$ cat config.mk
export PLATFORM = sky130hd
export DESIGN_NAME = digit_serial_adder
export DESIGN_NICKNAME = d
export VERILOG_FILES = /design/src/rtl/adder_pkg.sv /design/src/rtl/digit_adder.sv /design/src/rtl/digit_serial_adder.sv
export SDC_FILE = /design/constraint.sdc
export NUM_CORES = 1
export LEC_CHECK = 0
export ABC_CLOCK_PERIOD_IN_PS = 6600
export BUFFER_PORTS_ARGS = -buffer_cell sky130_fd_sc_hd__buf_2
export CELL_PAD_IN_SITES_DETAIL_PLACEMENT = 2
export CELL_PAD_IN_SITES_GLOBAL_PLACEMENT = 2
export CORE_ASPECT_RATIO = 0.5
export CORE_MARGIN = 4
export CORE_UTILIZATION = 40
export CTS_BUF_LIST = sky130_fd_sc_hd__clkbuf_8
export DETAILED_ROUTE_END_ITERATION = 10
export HOLD_SLACK_MARGIN = 0.02
export PLACE_DENSITY_LB_ADDON = 0.1
export SLEW_MARGIN = 25
export SYNTH_ARGS = -nofsm -noshare
export SYNTH_HDL_FRONTEND = slang
export SYNTH_SLANG_ARGS = --single-unit
$ cat constraint.sdc
create_clock -name Clk -period 6.6 [get_ports Clk]
set_input_delay 0.99 -clock Clk [delete_from_list [all_inputs] [get_ports Clk]]
set_output_delay 0.99 -clock Clk [all_outputs]
set_load 0.01 [all_outputs]
$ cat src/rtl/adder_pkg.sv
// Shared types and helpers for the digit-serial adder.
package adder_pkg;

  typedef enum logic [1:0] {
    IDLE = 2'd0,
    CALC = 2'd1,
    HOLD = 2'd2
  } state_t;

  // Number of digits processed per operation.
  function automatic int num_digits(input int width, input int digit);
    return width / digit;
  endfunction

  // Digit index width; one spare bit keeps N=1 legal.
  function automatic int idx_width(input int n);
    return $clog2(n) + 1;
  endfunction

endpackage

$ cat src/rtl/digit_adder.sv
// Combinational DIGIT-bit ripple-carry adder slice.
module digit_adder #(
  parameter int DIGIT = 4
) (
  input  logic [DIGIT-1:0] a,
  input  logic [DIGIT-1:0] b,
  input  logic             cin,
  output logic [DIGIT-1:0] s,
  output logic             cout,
  output logic             c_msb_in
);

  logic [DIGIT:0] c;

  // Ripple the carry bit by bit through the digit.
  always_comb begin
    s    = '0;
    c    = '0;
    c[0] = cin;
    for (int i = 0; i < DIGIT; i++) begin
      s[i]     = a[i] ^ b[i] ^ c[i];
      c[i + 1] = (a[i] & b[i]) | (c[i] & (a[i] ^ b[i]));
    end
  end

  assign cout     = c[DIGIT];
  assign c_msb_in = c[DIGIT-1];

endmodule

$ cat src/rtl/digit_serial_adder.sv
// Multi-cycle adder/subtractor: A and B captured from switches on button
// presses, result computed DIGIT bits per clock with registered outputs.
module digit_serial_adder
  import adder_pkg::*;
#(
  parameter int WIDTH = 16,
  parameter int DIGIT = 4
) (
  input  logic             Clk,
  input  logic             Reset,
  input  logic             LoadB,
  input  logic             Run,
  input  logic             Sub,
  input  logic [WIDTH-1:0] SW,
  output logic [WIDTH-1:0] Aval,
  output logic [WIDTH-1:0] Bval,
  output logic [WIDTH-1:0] Sum,
  output logic             CO,
  output logic             OV,
  output logic             Busy,
  output logic             Done
);

  localparam int N     = num_digits(WIDTH, DIGIT);
  localparam int IDX_W = idx_width(N);
  localparam logic [WIDTH-1:0] DMASK = {WIDTH{1'b1}} >> (WIDTH - DIGIT);

  if (WIDTH % DIGIT != 0) begin : g_bad_digit
    $error("digit_serial_adder: WIDTH must be a multiple of DIGIT");
  end

  // Button synchronisers and edge detectors (released = 1)
  logic ldb_s1_q, ldb_s2_q, ldb_prev_q;
  logic run_s1_q, run_s2_q, run_prev_q;
  logic ldb_press, run_press;

  state_t           state_q, state_d;
  logic [IDX_W-1:0] idx_q, idx_d;
  logic             carry_q, carry_d;
  logic             sub_q, sub_d;
  logic [WIDTH-1:0] aval_q, aval_d;
  logic [WIDTH-1:0] bval_q, bval_d;
  logic [WIDTH-1:0] shadow_q, shadow_d;
  logic [WIDTH-1:0] sum_q, sum_d;
  logic             co_q, co_d;
  logic             ov_q, ov_d;
  logic             busy_q, busy_d;
  logic             done_q, done_d;

  logic [DIGIT-1:0] a_dig, b_dig, s_dig;
  logic             cout, c_msb;
  logic             last_dig;
  int               base;

  assign ldb_press = ldb_prev_q & ~ldb_s2_q;
  assign run_press = run_prev_q & ~run_s2_q;
  assign last_dig  = (idx_q == IDX_W'(N - 1));

  // Select the current digit of each operand; B is inverted for subtraction.
  always_comb begin
    base  = DIGIT * int'(idx_q);
    a_dig = DIGIT'(aval_q >> base);
    b_dig = DIGIT'(bval_q >> base) ^ {DIGIT{sub_q}};
  end

  digit_adder #(.DIGIT(DIGIT)) u_digit_adder (
    .a        (a_dig),
    .b        (b_dig),
    .cin      (carry_q),
    .s        (s_dig),
    .cout     (cout),
    .c_msb_in (c_msb)
  );

  // State and datapath registers; synchronisers reset to the released level.
  always_ff @(posedge Clk or negedge Reset) begin
    if (!Reset) begin
      ldb_s1_q   <= 1'b1;
      ldb_s2_q   <= 1'b1;
      ldb_prev_q <= 1'b1;
      run_s1_q   <= 1'b1;
      run_s2_q   <= 1'b1;
      run_prev_q <= 1'b1;
      state_q    <= IDLE;
      idx_q      <= '0;
      carry_q    <= 1'b0;
      sub_q      <= 1'b0;
      aval_q     <= '0;
      bval_q     <= '0;
      shadow_q   <= '0;
      sum_q      <= '0;
      co_q       <= 1'b0;
      ov_q       <= 1'b0;
      busy_q     <= 1'b0;
      done_q     <= 1'b0;
    end else begin
      ldb_s1_q   <= LoadB;
      ldb_s2_q   <= ldb_s1_q;
      ldb_prev_q <= ldb_s2_q;
      run_s1_q   <= Run;
      run_s2_q   <= run_s1_q;
      run_prev_q <= run_s2_q;
      state_q    <= state_d;
      idx_q      <= idx_d;
      carry_q    <= carry_d;
      sub_q      <= sub_d;
      aval_q     <= aval_d;
      bval_q     <= bval_d;
      shadow_q   <= shadow_d;
      sum_q      <= sum_d;
      co_q       <= co_d;
      ov_q       <= ov_d;
      busy_q     <= busy_d;
      done_q     <= done_d;
    end
  end

  // Next-state logic: one operation per Run press, wait for release in HOLD.
  always_comb begin
    state_d = state_q;
    case (state_q)
      IDLE:    if (run_press) state_d = CALC;
      CALC:    if (last_dig)  state_d = HOLD;
      HOLD:    if (run_s2_q)  state_d = IDLE;
      default: state_d = IDLE;
    endcase
  end

  // Operand capture, digit accumulation and result/flag updates.
  always_comb begin
    aval_d   = aval_q;
    bval_d   = bval_q;
    sub_d    = sub_q;
    carry_d  = carry_q;
    idx_d    = idx_q;
    shadow_d = shadow_q;
    sum_d    = sum_q;
    co_d     = co_q;
    ov_d     = ov_q;
    busy_d   = busy_q;
    done_d   = 1'b0;
    case (state_q)
      IDLE: begin
        if (ldb_press) bval_d = SW;
        if (run_press) begin
          aval_d  = SW;
          sub_d   = Sub;
          carry_d = Sub;
          idx_d   = '0;
          busy_d  = 1'b1;
        end
      end
      CALC: begin
        shadow_d = (shadow_q & ~(DMASK << base)) | (WIDTH'(s_dig) << base);
        carry_d  = cout;
        idx_d    = idx_q + 1'b1;
        if (last_dig) begin
          sum_d  = shadow_d;
          co_d   = cout;
          ov_d   = c_msb ^ cout;
          done_d = 1'b1;
          busy_d = 1'b0;
        end
      end
      HOLD: begin
        if (ldb_press) bval_d = SW;
      end
      default: ;
    endcase
  end

  assign Aval = aval_q;
  assign Bval = bval_q;
  assign Sum  = sum_q;
  assign CO   = co_q;
  assign OV   = ov_q;
  assign Busy = busy_q;
  assign Done = done_q;

endmodule

# After elaboration in Yosys (flattened, before gate mapping)
# Cells that the tools add are included.
[totals] ff_bits=81 input_bits=21 out_inout_bits=52 elab_cells=80
[op_classes] add_sub_neg=1 n_eq_ne=6 shifts=4 mux=13 bitwise=29 reduce_logical=9
[op_table] operator="$shr A16 B5 Y4" n=2
[op_table] operator="$and A16 B16 Y16" n=1
[op_table] operator="$not A16 Y16" n=1
[op_table] operator="$or A16 B16 Y16" n=1
[op_table] operator="$shl A4 B5 Y16" n=1
[op_table] operator="$shl A4 B5 Y16 const A" n=1
[op_table] operator="$and A1 B1 Y1" n=10
[op_table] operator="$xor A1 B1 Y1" n=9
[op_table] operator="$reduce_and A2 Y1" n=4
[op_table] operator="$mux W2" n=3
[op_table] operator="$ne A2 B2 Y1 const B" n=3
[op_table] operator="$pmux W2 S3" n=1
[op_table] operator="$pmux W3 S2" n=1
[op_table] operator="$reduce_and A3 Y1" n=2
[op_table] operator="$mux W1" n=5
[op_table] operator="$or A1 B1 Y1" n=4
[op_table] operator="$pmux W1 S2" n=2
[op_table] operator="$xor A4 B4 Y4" n=1
[op_table] operator="$add A3 B1 Y3 const B" n=1
[op_table] operator="$eq A3 B2 Y1 const B" n=1
[op_table] operator="$mux W3" n=1
[op_table] operator="$eq A2 B1 Y1 const B" n=1
[op_table] operator="$eq A2 B2 Y1 const B" n=1
[op_table] operator="$logic_not A2 Y1" n=1
[op_table] operator="3 further kinds" n=4

# Longest topological paths before layout
[logic_depth] depth_word=12 mapped_depth=12

# Cells and area by module
# A second synthesis with hierarchy kept.
[unflattened] hier_cells=289 hier_area_um2=3621.0
[modules_own_cells] module="digit_serial_adder" instances=1 cells_per_inst=277 area_each_um2=3510.9 seq_area_each_um2=2034.5
[modules_own_cells] module="digit_adder" instances=1 cells_per_inst=12 area_each_um2=110.1 seq_area_each_um2=0.0

# Least setup slack after synthesis
# OpenSTA, ideal clock, no wires.
[synth_path] path_type="reg-to-reg" start="register idx_q[0]" end="register shadow_q[11]" setup_ns=0.135 arrival_ns=2.952 required_time_ns=6.465 setup_slack_ns=3.513 path_stages_with_launch=13 path_buffers=1 cell_sequence="dfrtp_1 buf_2 or2_2 o22ai_1 xor2_1 fa_1 inv_1 fa_1 fa_1 inv_1 fa_1 a22oi_1 o21ai_0"
[synth_between] elab_chain_cells=12 elab_cells_between_ends=22 cone_classes="shift (4); bitwise (18)"
[synth_rtl] item="from (decl)" line="digit_serial_adder.sv:38" source="logic [IDX_W-1:0] idx_q, idx_d;"
[synth_rtl] item="from (signal assigned)" line="digit_serial_adder.sv:104" source="idx_q <= idx_d;"
[synth_rtl] item="$shr A16 B5 Y4" line="digit_serial_adder.sv:63" source="b_dig = DIGIT'(bval_q >> base) ^ {DIGIT{sub_q}};"
[synth_rtl] item="$xor A4 B4 Y4" line="digit_serial_adder.sv:63"
[synth_rtl] item="$xor A1 B1 Y1" line="digit_adder.sv:22" source="c[i + 1] = (a[i] & b[i]) | (c[i] & (a[i] ^ b[i]));"
[synth_rtl] item="$and A1 B1 Y1" line="digit_adder.sv:22"
[synth_rtl] item="$or A1 B1 Y1" line="digit_adder.sv:22"
[synth_rtl] item="$and A1 B1 Y1" line="digit_adder.sv:22"
[synth_rtl] item="$or A1 B1 Y1" line="digit_adder.sv:22"
[synth_rtl] item="$and A1 B1 Y1" line="digit_adder.sv:22"
[synth_rtl] item="$or A1 B1 Y1" line="digit_adder.sv:22"
[synth_rtl] item="$xor A1 B1 Y1" line="digit_adder.sv:21" source="s[i] = a[i] ^ b[i] ^ c[i];"
[synth_rtl] item="$shl A4 B5 Y16" line="digit_serial_adder.sv:154" source="shadow_d = (shadow_q & ~(DMASK << base)) | (WIDTH'(s_dig) << base);"
[synth_rtl] item="$or A16 B16 Y16 *" line="digit_serial_adder.sv:154"
[synth_rtl] item="to (signal assigned)" line="digit_serial_adder.sv:109" source="shadow_q <= shadow_d;"
[synth_rtl] item="to (decl)" line="digit_serial_adder.sv:43" source="logic [WIDTH-1:0] shadow_q, shadow_d;"
# Mark *: on every way between the ends. The rest lies on a longest branch, timed or not.
# A chain may end at the register's enable or synchronous reset.

# Worst setup path after layout
[layout_path] start="register idx_q[1]" end="register shadow_q[3]"
# The elaborated chain is that of the path after synthesis.

==> qor.yml <==
critical_path:
  max_stage_delay_ns: 0.99
  cp.required_ns: 6.78
  path_class: "flip-flop to flip-flop"
  worstPathMaxFanout: 23
  critPathTopFamily: "adder cells"
  worstSetupEndpointType: "flip-flop"
  path_cells: "mux2i_1 > o22ai_1 > xor2_1 > fa_1 > inv_1 > fa_1 > fa_1 > inv_1 > fa_1 > a22oi_1 > o21ai_0"
  start_kind: "flip-flop"
  path_buf_inv: 2
  reg2reg_slack_ns: 2.76
  cp_slowest_cell: "dfrtp_1"
  cp_common_cell: "fa_1"
  arrival_ns: 4.02
sta:
  drv_slew: 0
  rsz0062_at_grt: "no"
  min_period_over_period_pct: 58.1
  fmax_mhz: 261
  final-hold-violation-count: 0
  fin_crit_ns: 3.84
  relSlewSlack_pct: 34.8
  worst_slew_pin_slew_ns: 0.979
  final.setup_skew_ns: 0.0139
  finalSetupTns_ns: 0
  finalSetupViolCount: 0
placement:
  gp_congestion: 0.752
  dp_hpwl_mm: 6.70
  portBuffers: 72
  dpl_cell_area_sq_um: 3850
power_and_ir_drop:
  p_switching_w: 0.00110
  combPwrFrac_pct: 49.6
  pwr-share-clk_pct: 14.8
  vdd_drop_max_uv: 224
  p_per_area_nw_per_um2: 617
  power_leakage_nw: 1.89
  switching_share_pct: 44.1
  seqPwrFrac_pct: 35.6
  p_int_w: 0.00140
clocking:
  ctsHoldBuffers: 0
  cts_max_path_buffers: 2
  cts_tree: "done"
  cts_buffers: 9
  clock-sinks: 77
  insertion_delay_ns: 0.37
  path_clk_slew_ns: 0.08
  cts_max_level: 3
  cts_root_buf: "clkbuf_8"
  postCtsSetupBuffers: 0
  cts_resized: 0
yosys:
  synth_ff_type: "dfrtp_1"
  synth_edf_count: 0
  syn_area_sq_um: 3420
  syn_inst: 271
  synth_top_area_share_pct: 52.0
  yosys.area.top_type: "dfrtp_1"
  ys_warn_count: 0
  synth_commonest_cells: "dfrtp_1 (71), mux2_2 (34), nand2_1 (31)"
  yosysSeqAreaShare_pct: 56.6
  yosysUniqueCellTypes: 37
  avgSynthCellArea_sq_um: 12.6
  synth_area_leaders: "dfrtp_1 (52%), mux2_2 (11%), dfstp_2 (4.6%)"
  postSynth.asyncResetShare_pct: 100
  synth.most_common_cell: "dfrtp_1"
  syn_nets: 301
  ys_ff_latch: 77
final_layout:
  fin_util_pct: 49.7
  area_growth_pct: 18.4
  fin_nets: 369
  multi_input_area_sq_um: 1370
  diodes: 0
  drive_gt1_share_pct: 39.7
  nFillCells: 835
  finalInstanceArea_sq_um: 4050
  seq_area_sq_um: 1930
floorplanning:
  ios: 73
  die_x_microns: 139
  design.core.area_sq_um: 8140
  die_height_microns: 73.4
  start_util_pct: 42.0
  num_rows: 23
  die_area_sq_um: 10200
route:
  avgRoutedWirePerCell_microns: 21.2
  drc: 0
  first_iter_violations: 87
  routed_wirelength_mm: 9.65
  antenna_left: 0
  vias_per_cell: 5.25
  first_pass_iters: 4
  num_vias: 2387
run_status:
  outcome: "completed"
global_routing:
  track_usage_pct: 20.6
  overflow: 0
  grt_max_degree: 78
  antenna_found_initial: 0
  first_global_vias: 2738
  grt_pass1_wl_mm: 16.0
worst_hold_path:
  hp-class: "flip-flop to flip-flop"
flow_run:
  max_cap_viol_count: 0
## placed cells by master, fill, tap and decap left out, types with 2 or more instances in the layout
master    instances
a21o_1            2
a22o_1            2
a22oi_1          12
and2_1            2
buf_2            71
buf_4             2
clkbuf_8         11
clkinv_2          2
dfrtp_1          71
dfstp_2           6
fa_1              4
ha_1              5
inv_1             7
mux2_2           34
mux2i_1           8
mux4_2            4
nand2_1          31
nand2b_1          6
nand3b_1          2
nor2_1            4
nor2b_1           3
nor3b_1           3
o21ai_0          28
o22ai_1           5
xnor2_1           2
xor2_1            3
## sequential cells by signal, indices dropped and copies added (netlist names)
signal      flops
Aval           16
Bval           16
Sum            16
shadow_q       12
idx_q           3
state_q         2
Busy            1
CO              1
Done            1
OV              1
carry_q         1
ldb_prev_q      1
ldb_s1_q        1
ldb_s2_q        1
run_prev_q      1
run_s1_q        1
run_s2_q        1
sub_q           1
## path summary, 6_finish.rpt
path,startpoint,end,cells after the start
max,idx_q[1],shadow_q[3],11
min,ldb_s1_q,ldb_s2_q,0
max reg2reg,idx_q[1],shadow_q[3],11
min reg2reg,ldb_s1_q,ldb_s2_q,0
max in group asynchronous,Reset,state_q[0],1
min in group asynchronous,Reset,shadow_q[10],1
## layout make-up
cell class                      instances  share of cell area [%]
Clock buffer                           11                    3.74
Clock inverter                          4                    1.17
Inverter                                7                   0.649
Multi-Input combinational cell        170                    33.8
Sequential cell                        77                    47.8
Tap cell                              112                    3.46
Timing Repair Buffer                   74                    9.43
## per-stage QoR
stage | hold WS, ns | cells | setup WS (ns) | total power [W]
2_1_floorplan | 0.345 | 271 | 3.51 | 0.00162
3_3_place_gp | 0.345 | 440 | 3.09 | 0.00205
3_5_place_dp | 0.350 | 440 | 2.78 | 0.00214
4_1_cts | 0.361 | 455 | 2.73 | 0.00253
5_1_grt | 0.364 | 455 | 2.48 | 0.00271
6_report | 0.359 | 455 | 2.76 | 0.00250
## power by group through the flow
stage          combinational [W]  sequential [W]  clock [W]
2_1_floorplan           0.000757        0.000866          0
5_1_grt                  0.00139        0.000924   0.000402
6_report                 0.00124        0.000889   0.000369
4_1_cts                  0.00126        0.000892   0.000379
3_3_place_gp             0.00118        0.000877          0
3_5_place_dp             0.00125        0.000896          0
## logic make-up (layout without fill, tap and decap cells)
group | count (synthesis) | after routing | share of synthesized area (%)
DFF | 77 | 77 | 56.6
and+or+nand+nor | 58 | 58 | 9.11
AOI/OAI and AO/OA | 52 | 52 | 9.26
muxes | 46 | 46 | 16.2
buffers and inverters | 24 | 96 | 3.44
adders and majority gates | 9 | 9 | 4.17
xor gates and xnor gates | 5 | 5 | 1.28
## layer usage
layer / vias to the layer above / wire length (microns) / track usage [%]
met5: - / 0 / 0
met4: 0 / 121 / 5.31
met3: 13 / 480 / 6.31
met2: 60 / 4780 / 35.8
met1: 1236 / 4260 / 25.7
li1: 1078 / - / -
(Power assumes the default switching activity.)
